==> src/rtl/pwm_timebase_ctrl.sv <==
// rtl/pwm_timebase_ctrl.sv - PWM timebase controller with shadowed period/mode registers; optional burst mode via TBCTRL_BURST_EN
module pwm_timebase_ctrl (
    input  logic        i_clk,
    input  logic        i_reset_n,
    input  logic        i_wr_en,
    input  logic [1:0]  i_addr,
    input  logic [15:0] i_wdata,
    output logic [15:0] o_rdata,
    input  logic        i_start,
    input  logic        i_stop,
    input  logic [15:0] i_cnt_next,
    output logic        o_cnt_en,
    output logic [1:0]  o_mode,
    output logic [15:0] o_period,
    output logic        o_sync_en,
    output logic        o_busy,
    output logic        o_update_done
);

    typedef enum logic [1:0] {
        ST_IDLE     = 2'b00,
        ST_RUN      = 2'b01,
        ST_STOPPING = 2'b10
    } state_t;

    localparam logic [1:0] ADDR_PERIOD = 2'd0;
    localparam logic [1:0] ADDR_CTRL   = 2'd1;
    localparam logic [1:0] ADDR_BURST  = 2'd2;

    state_t      state;
    state_t      state_nxt;

    logic [15:0] period_sh;
    logic [1:0]  mode_sh;
    logic        sync_sh;
    logic [7:0]  burst_sh;

    logic [15:0] period_act;
    logic [1:0]  mode_act;
    logic        sync_act;

    logic        pending;
    logic        update_done;
    logic        burst_active;
    logic        burst_last;

    logic        wr_period;
    logic        wr_ctrl;
    logic        boundary;
    logic        load_start;
    logic        apply_upd;

    assign wr_period = i_wr_en && (i_addr == ADDR_PERIOD);
    assign wr_ctrl   = i_wr_en && (i_addr == ADDR_CTRL);

    // Boundary: counter is about to restart; mode 00 never restarts
    always_comb begin
        boundary = 1'b0;
        if (o_cnt_en) begin
            case (mode_act)
                2'b01, 2'b11: boundary = (i_cnt_next == 16'd0);
                2'b10:        boundary = (i_cnt_next == period_act);
                default:      boundary = 1'b0;
            endcase
        end
    end

    assign load_start = (state == ST_IDLE) && i_start && !i_stop;
    assign apply_upd  = boundary && pending;

`ifdef TBCTRL_BURST_EN
    logic       wr_burst;
    logic [7:0] burst_cnt;

    assign wr_burst   = i_wr_en && (i_addr == ADDR_BURST);
    assign burst_last = burst_active && (burst_cnt == 8'd1);

    // Burst shadow register
    always_ff @(posedge i_clk or negedge i_reset_n) begin
        if (!i_reset_n) begin
            burst_sh <= 8'd0;
        end else if (wr_burst) begin
            burst_sh <= i_wdata[7:0];
        end
    end

    // Remaining-period counter: loaded at start, counts RUN boundaries down
    always_ff @(posedge i_clk or negedge i_reset_n) begin
        if (!i_reset_n) begin
            burst_cnt    <= 8'd0;
            burst_active <= 1'b0;
        end else if (load_start) begin
            burst_cnt    <= burst_sh;
            burst_active <= (burst_sh != 8'd0);
        end else if ((state != ST_IDLE) && (state_nxt == ST_IDLE)) begin
            burst_cnt    <= 8'd0;
            burst_active <= 1'b0;
        end else if ((state == ST_RUN) && boundary && burst_active) begin
            burst_cnt    <= burst_cnt - 8'd1;
        end
    end
`else
    assign burst_sh     = 8'd0;
    assign burst_active = 1'b0;
    assign burst_last   = 1'b0;
`endif

    // Period and control shadow registers, written at any time
    always_ff @(posedge i_clk or negedge i_reset_n) begin
        if (!i_reset_n) begin
            period_sh <= 16'd0;
            mode_sh   <= 2'b00;
            sync_sh   <= 1'b0;
        end else begin
            if (wr_period) begin
                period_sh <= i_wdata;
            end
            if (wr_ctrl) begin
                mode_sh <= i_wdata[1:0];
                sync_sh <= i_wdata[2];
            end
        end
    end

    // Active registers change only at start or at a boundary with an update pending
    always_ff @(posedge i_clk or negedge i_reset_n) begin
        if (!i_reset_n) begin
            period_act  <= 16'd0;
            mode_act    <= 2'b00;
            sync_act    <= 1'b0;
            pending     <= 1'b0;
            update_done <= 1'b0;
        end else begin
            update_done <= apply_upd;
            if (load_start || apply_upd) begin
                period_act <= period_sh;
                mode_act   <= mode_sh;
                sync_act   <= sync_sh;
            end
            // A write landing on the boundary keeps pending for the next boundary
            if ((wr_period || wr_ctrl) && (state != ST_IDLE)) begin
                pending <= 1'b1;
            end else if (load_start || apply_upd) begin
                pending <= 1'b0;
            end
        end
    end

    // FSM state register
    always_ff @(posedge i_clk or negedge i_reset_n) begin
        if (!i_reset_n) begin
            state <= ST_IDLE;
        end else begin
            state <= state_nxt;
        end
    end

    // FSM next-state: start wins over a stop in progress, final burst boundary ends the run
    always_comb begin
        state_nxt = state;
        case (state)
            ST_IDLE: begin
                if (load_start) begin
                    state_nxt = ST_RUN;
                end
            end
            ST_RUN: begin
                if (boundary && burst_last) begin
                    state_nxt = ST_IDLE;
                end else if (i_stop) begin
                    state_nxt = ST_STOPPING;
                end
            end
            ST_STOPPING: begin
                if (i_start) begin
                    state_nxt = ST_RUN;
                end else if (boundary) begin
                    state_nxt = ST_IDLE;
                end
            end
            default: state_nxt = ST_IDLE;
        endcase
    end

    // Combinational register readback
    always_comb begin
        o_rdata = 16'd0;
        case (i_addr)
            2'd0:    o_rdata = period_sh;
            2'd1:    o_rdata = {13'd0, sync_sh, mode_sh};
            2'd2:    o_rdata = {8'd0, burst_sh};
            default: o_rdata = {12'd0, pending, burst_active, state};
        endcase
    end

    assign o_cnt_en      = (state != ST_IDLE);
    assign o_busy        = (state != ST_IDLE);
    assign o_mode        = mode_act;
    assign o_period      = period_act;
    assign o_sync_en     = sync_act;
    assign o_update_done = update_done;

endmodule

==> config.mk <==
export PLATFORM = sky130hd
export DESIGN_NAME = pwm_timebase_ctrl
export DESIGN_NICKNAME = d
export VERILOG_FILES = /design/src/rtl/pwm_timebase_ctrl.sv
export SDC_FILE = /design/constraint.sdc
export NUM_CORES = 1
export LEC_CHECK = 0
export CAP_MARGIN = 40
export CELL_PAD_IN_SITES_DETAIL_PLACEMENT = 0
export CELL_PAD_IN_SITES_GLOBAL_PLACEMENT = 1
export CORE_ASPECT_RATIO = 1.2
export CORE_UTILIZATION = 37
export CTS_CLUSTER_SIZE = 16
export DETAILED_ROUTE_END_ITERATION = 12
export PLACE_DENSITY = 0.89
export SYNTH_ARGS = -nofsm -noshare
export SYNTH_HDL_FRONTEND = slang
export SYNTH_SLANG_ARGS = --single-unit
export TNS_END_PERCENT = 50
==> constraint.sdc <==
create_clock -name i_clk -period 4.5 [get_ports i_clk]
set_clock_uncertainty 0.1 [all_clocks]
set_input_delay 0.675 -clock i_clk [delete_from_list [all_inputs] [get_ports i_clk]]
set_output_delay 0.675 -clock i_clk [all_outputs]
set_load 0.005 [all_outputs]
==> impl_metrics.yaml <==
route:
  routedWlPerCell_um: 16.1
  drc: 0
  vias: 1526
  drt-pass1-iter-count: 6
  wl_um: 4940
  viasPerCell: 4.99
  ant_nets: 0
  drt_iter0_drc: 57
finish:
  fin_area_um2: 3030
  final_util_pct: 56.4
  syn_to_final_growth_pct: 44.2
  diodes: 0
  nets: 282
  drive_gt1_share_pct: 20.9
clock_tree:
  clock-root-buffer: "clkbuf_8"
  cts_resized: 0
  cts_hold_buffers: 0
  cts_tree: "done"
  clk-insertion-delay-late_ns: 0.29
  cts_buffer_depth: 2
  cts.sinks: 42
  clk_pin_slew_ns: 0.08
  cts_max_level: 2
  cts_buffers: 5
  post_cts_buffers: 0
floorplan:
  core_region_area_um2: 5370
  initial_core_util_pct: 39.1
  io_pins: 77
  placementRows: 29
  dieArea_um2: 5990
  die_w_um: 70.8
  die_h_um: 84.6
worst_setup_path:
  r2r-end: "o_period[1]$_DFFE_PN0P_"
  arrival_ns: 2.27
  cp-endpoint: "o_rdata[7]"
  path_max_fanout: 14
  crit_path_start: "i_addr[0]"
  timing.rr.start: "state[0]$_DFFE_PN0P_"
  worstPathRequired_ns: 3.72
  critPathKind: "in2out"
  ff2ff_path_depth: 5
  regToRegSetupSlack_ns: 2.14
  end_kind: "output pin"
  cp-start-kind: "input port"
timing:
  period_minus_slack_ns: 3.05
  timing_hold_violations_final: 0
  rsz0062_at_grt: "false"
  hold_ws_ns: 0.248
  min_period_over_period_pct: 67.8
  setup_ws_ns: 1.45
  fmax_ghz: 0.328
  setup_viol: 0
  setup_tns_ns: 0
  report.final.slew_viol_count: 0
  worstMarginPinSlew_ns: 0.868
  relSlewSlack_pct: 42.0
power:
  p_switching_uw: 425
  sw_frac_of_total_pct: 28.7
  intPower_uw: 1060
  pwr-share-comb_pct: 37.9
  p_seq_share_pct: 42.6
  p_clk_share_pct: 19.5
  p_leak_uw: 0.00128
  vdd_drop_max_v: 0.000229
  powerDensity_nw_per_um2: 490
synth:
  synth_cells: 165
  avgSynthCellArea_um2: 12.7
  async_reset_ff_share_pct: 100
  yosysTopAreaCellShare_pct: 50.0
  synthTopCellsByArea: "dfrtp_1, mux2_2, mux2_4, and2_1, xor2_1"
  ys.flop_type: "dfrtp_1"
  synth_edf_count: 0
  synthDistinctLibCells: 35
  synth_nets: 204
  synth_top_area_cell: "dfrtp_1"
  ys_seq_area_share_pct: 50.0
  synth_warnings: 0
  syn-cell-area_um2: 2100
  ys_ff_latch: 42
global_route:
  grtUsageTotal_pct: 17.8
  antenna_found_initial: 0
  grt.overflow.total: 0
  grt_pass1_vias: 1593
  grt_max_degree: 23
  grt_pass1_wl_um: 7980
job:
  maxCapViolations: 0
min_path:
  min_path_type: "in2async"
placed_design:
  gp_congestion: 0.739
  post-place-ws_ns: 1.42
  dp_hpwl_um: 3800
  placed_area_um2: 2920
  io_buffers: 76
run_status:
  status: "finished, final reports clean"
[routing by layer]
metal / up-vias / GRT usage [%] / wire length (um)
li1: 735 / - / -
met2: 48 / 30.9 / 2580
met1: 738 / 20.5 / 2020
met3: 5 / 5.40 / 280
met4: 0 / 6.55 / 48
met5: - / 0 / 0
[cell usage in the layout, fill, tap and decap left out, types with 5 or more instances in the layout]
| cell | instances |
|---|---|
| and2_1 | 14 |
| clkbuf_8 | 5 |
| clkdlybuf4s50_1 | 75 |
| dfrtp_1 | 42 |
| inv_1 | 6 |
| mux2_2 | 28 |
| mux2_4 | 10 |
| nand2_1 | 6 |
| xnor2_1 | 6 |
| xor2_1 | 7 |
[registers in the layout (all words and copies together) (netlist names)]
signal	flops
o_period	16
period_sh	16
mode_sh	2
o_mode	2
state	2
o_sync_en	1
o_update_done	1
pending	1
sync_sh	1
[stage by stage]
stage	power (uW)	instances
final	1480	306
after global routing	1580	306
after CTS	1510	306
after detailed placement	1210	298
after global placement	1200	297
after floorplan	888	165
[logic make-up after synthesis]
logic type                synth area share (%)
buffers and inverters                     3.27
muxes                                     24.0
xor gates and xnor gates                  5.42
DFF                                       50.0
AOI/OAI and AO/OA                         4.76
and+or+nand+nor                           12.5
[power groups by stage]
stage	clock (uW)	combinational (uW)	sequential, uW
global placement	0	562	635
CTS	299	573	635
detailed placement	0	569	641
global route	316	605	654
floorplan	0	277	611
finish	289	562	632
[critical path: stages]
cell             delay, ns
clkdlybuf4s50_1       0.57
nor2_1                0.16
buf_4                 0.22
and2_1                0.16
clkdlybuf4s50_1       0.49
[cell usage after synthesis, drive strengths merged (3+ instances only)]
library cell,instances
mux2,38
dfrtp,42
and2,14
inv,6
nand3,4
buf,4
xor2,7
xnor2,6
nor2,4
clkbuf,3
nor3,3
o21ai,3
nand2,6
nor4,4
mux2i,4
[worst min-delay path by stage]
stage                                   start                  endpoint  cells past startpoint  slack, ns
global placement    period_sh[15]$_DFFE_PN0P_  o_period[15]$_DFFE_PN0P_                      1       0.41
detailed placement      o_sync_en$_DFFE_PN0P_     o_sync_en$_DFFE_PN0P_                      1       0.41
finish                              i_reset_n   o_period[0]$_DFFE_PN0P_                      1       0.25
CTS                                 i_reset_n   o_period[0]$_DFFE_PN0P_                      1       0.25
floorplan                           i_reset_n    mode_sh[0]$_DFFE_PN0P_                      0       0.28
global route                        i_reset_n     o_mode[0]$_DFFE_PN0P_                      1       0.27
[area by class of cell]
cell class              count  area, um^2
flip-flops and latches     42        1050
repair buffers             78         791
well taps                  62        77.6
fillers                   487        2340
inverters                   6        22.5
multi-input cells         110         982
clock buffers               7        76.3
clock inverters             1        30.0
No activity file was read; power rests on OpenSTA's default activity.
